--- src/rtl/lab06_result_stat_if.sv ---
// lab06_result_stat_if: sample stream in, burst summary out, for the lab06 statistics stage
interface lab06_result_stat_if #(
    parameter int DATA_W = 6,
    parameter int CNT_W  = 4
);
    logic                     in_valid;
    logic [DATA_W-1:0]        in_result;
    logic                     out_valid;
    logic [CNT_W-1:0]         out_count;
    logic [DATA_W+CNT_W-1:0]  out_sum;
    logic [DATA_W-1:0]        out_max;
    logic [DATA_W-1:0]        out_min;
    logic                     out_ovf;

    modport master (
        output in_valid, in_result,
        input  out_valid, out_count, out_sum, out_max, out_min, out_ovf
    );

    modport slave (
        input  in_valid, in_result,
        output out_valid, out_count, out_sum, out_max, out_min, out_ovf
    );
endinterface

--- src/rtl/lab06_result_stat.sv ---
// lab06_result_stat: per-burst count/sum/max/min/overflow summary of the lab06_1 result stream
module lab06_result_stat #(
    parameter int DATA_W = 6,
    parameter int CNT_W  = 4
) (
    input  logic                 clk,
    input  logic                 rst_n,
    lab06_result_stat_if.slave   bus
);
    localparam int SUM_W = DATA_W + CNT_W;
    localparam logic [CNT_W-1:0] CNT_MAX = {CNT_W{1'b1}};

    typedef enum logic [1:0] {IDLE, ACC, REPORT} state_t;

    state_t             state_q, state_d;
    logic [CNT_W-1:0]   cnt_q, cnt_d;
    logic [SUM_W-1:0]   sum_q, sum_d;
    logic [DATA_W-1:0]  max_q, max_d;
    logic [DATA_W-1:0]  min_q, min_d;
    logic               ovf_q, ovf_d;
    logic               out_valid_q, out_valid_d;
    logic [CNT_W-1:0]   out_count_q, out_count_d;
    logic [SUM_W-1:0]   out_sum_q, out_sum_d;
    logic [DATA_W-1:0]  out_max_q, out_max_d;
    logic [DATA_W-1:0]  out_min_q, out_min_d;
    logic               out_ovf_q, out_ovf_d;

    logic               start, take, drop, done;
    logic [SUM_W-1:0]   sample_ext;

    // Next-state: a burst starts from IDLE/REPORT, accumulates in ACC, and its
    // summary is latched into the output registers on the first idle cycle.
    // Outputs are zero in every cycle that is not the single report cycle.
    always_comb begin
        sample_ext  = {{CNT_W{bus.in_result[DATA_W-1]}}, bus.in_result};
        start       = bus.in_valid && (state_q != ACC);
        take        = bus.in_valid && (state_q == ACC) && (cnt_q != CNT_MAX);
        drop        = bus.in_valid && (state_q == ACC) && (cnt_q == CNT_MAX);
        done        = !bus.in_valid && (state_q == ACC);
        state_d     = bus.in_valid ? ACC : (state_q == ACC ? REPORT : IDLE);
        cnt_d       = start ? CNT_W'(1) : take ? cnt_q + CNT_W'(1) : done ? '0 : cnt_q;
        sum_d       = start ? sample_ext : take ? sum_q + sample_ext : done ? '0 : sum_q;
        max_d       = start ? bus.in_result
                    : (take && ($signed(bus.in_result) > $signed(max_q))) ? bus.in_result
                    : done ? '0 : max_q;
        min_d       = start ? bus.in_result
                    : (take && ($signed(bus.in_result) < $signed(min_q))) ? bus.in_result
                    : done ? '0 : min_q;
        ovf_d       = drop ? 1'b1 : (start || done) ? 1'b0 : ovf_q;
        out_valid_d = done;
        out_count_d = done ? cnt_q : '0;
        out_sum_d   = done ? sum_q : '0;
        out_max_d   = done ? max_q : '0;
        out_min_d   = done ? min_q : '0;
        out_ovf_d   = done ? ovf_q : 1'b0;
    end

    // State, accumulator and output registers; synchronous active-low reset.
    always_ff @(posedge clk) begin
        if (!rst_n) begin
            state_q     <= IDLE;
            cnt_q       <= '0;
            sum_q       <= '0;
            max_q       <= '0;
            min_q       <= '0;
            ovf_q       <= 1'b0;
            out_valid_q <= 1'b0;
            out_count_q <= '0;
            out_sum_q   <= '0;
            out_max_q   <= '0;
            out_min_q   <= '0;
            out_ovf_q   <= 1'b0;
        end else begin
            state_q     <= state_d;
            cnt_q       <= cnt_d;
            sum_q       <= sum_d;
            max_q       <= max_d;
            min_q       <= min_d;
            ovf_q       <= ovf_d;
            out_valid_q <= out_valid_d;
            out_count_q <= out_count_d;
            out_sum_q   <= out_sum_d;
            out_max_q   <= out_max_d;
            out_min_q   <= out_min_d;
            out_ovf_q   <= out_ovf_d;
        end
    end

    assign bus.out_valid = out_valid_q;
    assign bus.out_count = out_count_q;
    assign bus.out_sum   = out_sum_q;
    assign bus.out_max   = out_max_q;
    assign bus.out_min   = out_min_q;
    assign bus.out_ovf   = out_ovf_q;
endmodule

--- src/flat_wrapper.sv ---
// flat-port wrapper written by rule: the top's interface ports become plain ports
module lab06_result_stat_flat 
#(
    parameter int DATA_W = 6,
    parameter int CNT_W  = 4
)
  (clk, rst_n, bus_in_valid, bus_in_result, bus_out_valid, bus_out_count, bus_out_sum, bus_out_max, bus_out_min, bus_out_ovf);
  lab06_result_stat_if #(.DATA_W(DATA_W), .CNT_W(CNT_W)) bus_i ();
  input  logic clk;
  input  logic rst_n;
  input wire logic [$bits(bus_i.in_valid)-1:0] bus_in_valid;
  input wire logic [$bits(bus_i.in_result)-1:0] bus_in_result;
  output wire logic [$bits(bus_i.out_valid)-1:0] bus_out_valid;
  output wire logic [$bits(bus_i.out_count)-1:0] bus_out_count;
  output wire logic [$bits(bus_i.out_sum)-1:0] bus_out_sum;
  output wire logic [$bits(bus_i.out_max)-1:0] bus_out_max;
  output wire logic [$bits(bus_i.out_min)-1:0] bus_out_min;
  output wire logic [$bits(bus_i.out_ovf)-1:0] bus_out_ovf;
  assign bus_i.in_valid = bus_in_valid;
  assign bus_i.in_result = bus_in_result;
  assign bus_out_valid = bus_i.out_valid;
  assign bus_out_count = bus_i.out_count;
  assign bus_out_sum = bus_i.out_sum;
  assign bus_out_max = bus_i.out_max;
  assign bus_out_min = bus_i.out_min;
  assign bus_out_ovf = bus_i.out_ovf;
  lab06_result_stat #(.DATA_W(DATA_W), .CNT_W(CNT_W)) u_core (.clk(clk), .rst_n(rst_n), .bus(bus_i));
endmodule
--- config.mk ---
export PLATFORM = sky130hd
export DESIGN_NAME = lab06_result_stat_flat
export DESIGN_NICKNAME = d
export VERILOG_FILES = /design/src/rtl/lab06_result_stat_if.sv /design/src/rtl/lab06_result_stat.sv /design/src/flat_wrapper.sv
export SDC_FILE = /design/constraint.sdc
export NUM_CORES = 1
export LEC_CHECK = 0
export ABC_AREA = 1
export CORE_MARGIN = 4
export CORE_UTILIZATION = 30
export CTS_BUF_LIST = sky130_fd_sc_hd__clkbuf_16
export DETAILED_ROUTE_END_ITERATION = 6
export PLACE_DENSITY = 0.51
export SLEW_MARGIN = 20
export SYNTH_ARGS = -nofsm -noshare
export SYNTH_HDL_FRONTEND = slang
export SYNTH_SLANG_ARGS = --single-unit
--- constraint.sdc ---
create_clock -name clk -period 1.9 [get_ports clk]
set_input_delay 0.285 -clock clk [delete_from_list [all_inputs] [get_ports clk]]
set_output_delay 0.285 -clock clk [all_outputs]
set_load 0.01 [all_outputs]
==> out/qor.json <==
{
  "fillerInstances": 901,
  "num-nets-final": 459,
  "drt_initial_violations": 84,
  "reg2regPathDepth": 8,
  "cts.sinks": 57,
  "max_cap_violations": 0,
  "grt.overflow.total": 0,
  "routedWlPerCell_um": 12.3,
  "fmax_mhz": 565,
  "setup_viol": 0,
  "cts_tree": "built",
  "place_congestion": 0.840,
  "cts_hold_buf": 0,
  "outcome": "finished clean",
  "netlist.top_cell.by_area": "sky130_fd_sc_hd__dfxtp_1",
  "cts_root_buf": "sky130_fd_sc_hd__clkbuf_16",
  "grt_pass1_vias": 2351,
  "via_count": 2413,
  "cts.reportedPaths.clkPinSlew_ns": 0.05,
  "topRoutingLayerUsed": "met4",
  "die_width_um": 103,
  "timing.critical_path.to_type": "flop",
  "min-delay-path-class": "in2reg",
  "routed_length_on_met3_um": 240,
  "postSynthRegisterBits": 57,
  "area_of_the_multi_input_gates_um2": 1350,
  "synth_seq_area_share_pct": 42.2,
  "synth_cells": 346,
  "cp-start-kind": "flop",
  "total_power_mw": 3.34,
  "register_area_um2": 1140,
  "final_min_period_over_clock_period_pct": 93.1,
  "wire_length_of_the_first_global_routing_pass_um": 11100,
  "io-pin-count": 37,
  "final_cell_count_no_fill": 538,
  "crit_cells": 8,
  "report.final.hold_viol_count": 0,
  "timing.reg2reg.setup_slack_ns": 0.13,
  "htreeDepth": 3,
  "core_um2": 8720,
  "grt_setup_unrepaired": "false",
  "post-route-cell-area_um2": 3810,
  "total_count_of_max_transition_violations_in_the_final_report": 0,
  "worstMarginPinSlew_ns": 0.269,
  "floorplan.initialDensity_pct": 31.0,
  "static-leakage-power_nw": 1.66,
  "dieArea_um2": 10600,
  "syn-mean-instance-area_um2": 7.81,
  "r2r-start": "u_core.sum_q[0]$_SDFFE_PN0P_",
  "met2_length_um": 3110,
  "critical_path.max_fanout": 3,
  "synthFlopType": "sky130_fd_sc_hd__dfxtp_1",
  "drt-vias-per-instance": 4.49,
  "cts_made_buffers": 9,
  "critical_path.cell_chain": "ha_2 -> inv_1 -> fa_2 -> o21ai_4 -> a21oi_2 -> or2_2 -> nand3_1 -> a21oi_1",
  "detailedRoute.firstPassIterationCount": 4,
  "cts_max_path_buffers": 2,
  "timing.critical_path.slowest_stage_cell": "sky130_fd_sc_hd__fa_2",
  "mappedNetlistNets": 380,
  "critical_path_required_ns": 2.11,
  "syn2layout_area_growth_pct": 41.2,
  "layout-drive-gt1-share_pct": 19.3,
  "min_period_ns": 1.77,
  "detail_route.wirelength_um": 6630,
  "placement_rows": 34,
  "async_reset_ff_share_pct": 0,
  "syn-cell-area_um2": 2700,
  "die_h_um": 103,
  "synth-edff-count": 0,
  "buffers_added_on_ports": 36,
  "maximum_number_of_pins_on_one_net_before_global_route_repair": 19,
  "critical_path.n_buffers_inverters": 1,
  "critPathCapture": "u_core.sum_q[6]$_SDFFE_PN0P_",
  "critical_path.max_stage_delay_ns": 0.42,
  "insertion_delay_ns": 0.33,
  "post-route-drc-count": 0,
  "timing.critical_path.from": "u_core.sum_q[0]$_SDFFE_PN0P_",
  "detailed_place.area_um2": 3470,
  "timing.max_slew.rel_slack_pct": 81.9,
  "worst_clock_skew_ns": 0.00522,
  "crit_type": "reg2reg",
  "utilization_pct": 43.7,
  "total_power_divided_by_cell_area_nw_per_um2": 875,
  "groute.usage.overall_pct": 13.8,
  "r2r_end": "u_core.sum_q[6]$_SDFFE_PN0P_",
  "drt-met1-wl_um": 3120,
  "synthesis.yosys.warnings": 0,
  "placed_cells": 520,
  "post-synth-top-area-fraction_pct": 42.2,
  "ir_worst_vdd_uv": 402,
  "detailedPlacementHpwl_um": 4940,
  "synth.top_cells.by_area": "sky130_fd_sc_hd__dfxtp_1, sky130_fd_sc_hd__ha_1, sky130_fd_sc_hd__nand2_1",
  "antenna_cells": 0,
  "critPathArrivalTime_ns": 1.98,
  "count_of_unique_library_cells_instantiated_by_yosys": 33,
  "worst_path_dominant_cell_family": "adder cells",
  "antenna_found_initial": 0,
  "antenna_violating_nets_post_route": 0
}
cell families after synthesis:
group                    synth area share [%]
adder cells (fa/ha/maj)                  11.9
AND/OR/NAND/NOR                          23.9
flip-flops                               42.2
XOR/XNOR                                 1.62
buffers and inverters                    9.08
AO/OA/AOI/OAI                            11.3
repair_timing:
item	in CTS	in global routing
resized for setup	0	9
pin swaps	1	3
buffers inserted	0	2
cloned	0	0
endpoints found under the setup margin	1	10
flip-flops by register name, indices dropped and copies added (netlist names):
register,flops
u_core.sum_q,10
u_core.max_q,6
u_core.bus.out_count,4
u_core.state_q,2
u_core.bus.out_valid,1
u_core.ovf_q,1
u_core.bus.out_max,6
u_core.bus.out_min,6
u_core.bus.out_sum,10
u_core.min_q,6
u_core.cnt_q,4
u_core.bus.out_ovf,1
routing by layer:
| layer | up-vias | track usage, % |
|---|---|---|
| li1 | 1262 | - |
| met1 | 1093 | 18.0 |
| met2 | 46 | 21.4 |
| met3 | 12 | 2.91 |
| met4 | 0 | 7.17 |
| met5 | - | 0 |
metrics by stage:
stage | TNS [ns] | worst slack (ns) | hold WS [ns]
4_1_cts | 0 | 0.0135 | 0.433
6_report | 0 | 0.131 | 0.425
2_1_floorplan | 0 | 0.186 | 0.363
5_1_grt | 0 | 0.00708 | 0.441
3_5_place_dp | -4.19 | -0.357 | 0.424
3_3_place_gp | -3.38 | -0.320 | 0.422
worst min-delay path, cell delays in order:
cell and delay, ns:
sky130_fd_sc_hd__dlymetal6s2s_1 0.13, sky130_fd_sc_hd__buf_4 0.16, sky130_fd_sc_hd__nand2_1 0.08, sky130_fd_sc_hd__a21oi_2 0.04
cell usage after synthesis, types with 2 or more instances:
library cell / n
sky130_fd_sc_hd__ha_1: 24
sky130_fd_sc_hd__a21oi_1: 23
sky130_fd_sc_hd__dfxtp_1: 57
sky130_fd_sc_hd__nor3_1: 2
sky130_fd_sc_hd__inv_2: 3
sky130_fd_sc_hd__nand2_4: 2
sky130_fd_sc_hd__nand3_1: 22
sky130_fd_sc_hd__buf_2: 2
sky130_fd_sc_hd__a21oi_2: 7
sky130_fd_sc_hd__or2_2: 2
sky130_fd_sc_hd__nor2_1: 34
sky130_fd_sc_hd__inv_1: 53
sky130_fd_sc_hd__clkbuf_1: 5
sky130_fd_sc_hd__o21ai_0: 8
sky130_fd_sc_hd__nand2_1: 66
sky130_fd_sc_hd__nand2_2: 6
sky130_fd_sc_hd__a31oi_1: 7
sky130_fd_sc_hd__xor2_1: 4
sky130_fd_sc_hd__nand4_1: 5
how the worst min path moves through the flow:
stage                                    startpoint                            end  slack [ns]  cells after the start
after floorplan                        bus_in_valid   u_core.state_q[1]$_SDFF_PP0_        0.36                      1
after global placement    u_core.ovf_q$_SDFFE_PN0P_  u_core.bus.out_ovf$_SDFF_PN0_        0.42                      2
after detailed placement  u_core.ovf_q$_SDFFE_PN0P_  u_core.bus.out_ovf$_SDFF_PN0_        0.42                      2
after CTS                 u_core.ovf_q$_SDFFE_PN0P_  u_core.bus.out_ovf$_SDFF_PN0_        0.43                      2
after global routing               bus_in_result[0]   u_core.max_q[0]$_SDFFE_PN0P_        0.44                      4
final                              bus_in_result[0]   u_core.max_q[0]$_SDFFE_PN0P_        0.42                      4
report_power, final:
part           leakage [nW]  internal (mW)  switching, mW
clock                 0.140          0.998          0.565
combinational          1.06          0.235          0.272
sequential            0.464           1.24         0.0280
cell type report:
class | instances | area share (%)
clock buffers | 9 | 5.91
clock inverters | 7 | 1.64
inverters | 57 | 5.68
multi-input cells | 225 | 35.3
flip-flops and latches | 57 | 29.9
well taps | 108 | 3.54
repair buffers | 75 | 18.0
cells in the final DEF, fill, tap and decap left out, types with 2 or more instances in the layout:
| master | instances |
|---|---|
| sky130_fd_sc_hd__nand2_1 | 65 |
| sky130_fd_sc_hd__nand2_4 | 2 |
| sky130_fd_sc_hd__clkinv_2 | 2 |
| sky130_fd_sc_hd__o21ai_0 | 8 |
| sky130_fd_sc_hd__xor2_1 | 4 |
| sky130_fd_sc_hd__ha_1 | 22 |
| sky130_fd_sc_hd__buf_4 | 36 |
| sky130_fd_sc_hd__nand2_2 | 7 |
| sky130_fd_sc_hd__clkbuf_16 | 9 |
| sky130_fd_sc_hd__clkinvlp_4 | 2 |
| sky130_fd_sc_hd__a31oi_1 | 7 |
| sky130_fd_sc_hd__clkdlybuf4s50_1 | 34 |
| sky130_fd_sc_hd__nor3_1 | 2 |
| sky130_fd_sc_hd__buf_12 | 2 |
| sky130_fd_sc_hd__or2_2 | 2 |
| sky130_fd_sc_hd__nand4_1 | 5 |
| sky130_fd_sc_hd__dfxtp_1 | 57 |
| sky130_fd_sc_hd__nand3_1 | 22 |
| sky130_fd_sc_hd__inv_2 | 3 |
| sky130_fd_sc_hd__dlymetal6s2s_1 | 2 |
| sky130_fd_sc_hd__a21oi_1 | 22 |
| sky130_fd_sc_hd__a21oi_2 | 8 |
| sky130_fd_sc_hd__inv_1 | 54 |
| sky130_fd_sc_hd__nor2_1 | 34 |
Power figures use the tool's default switching activity.
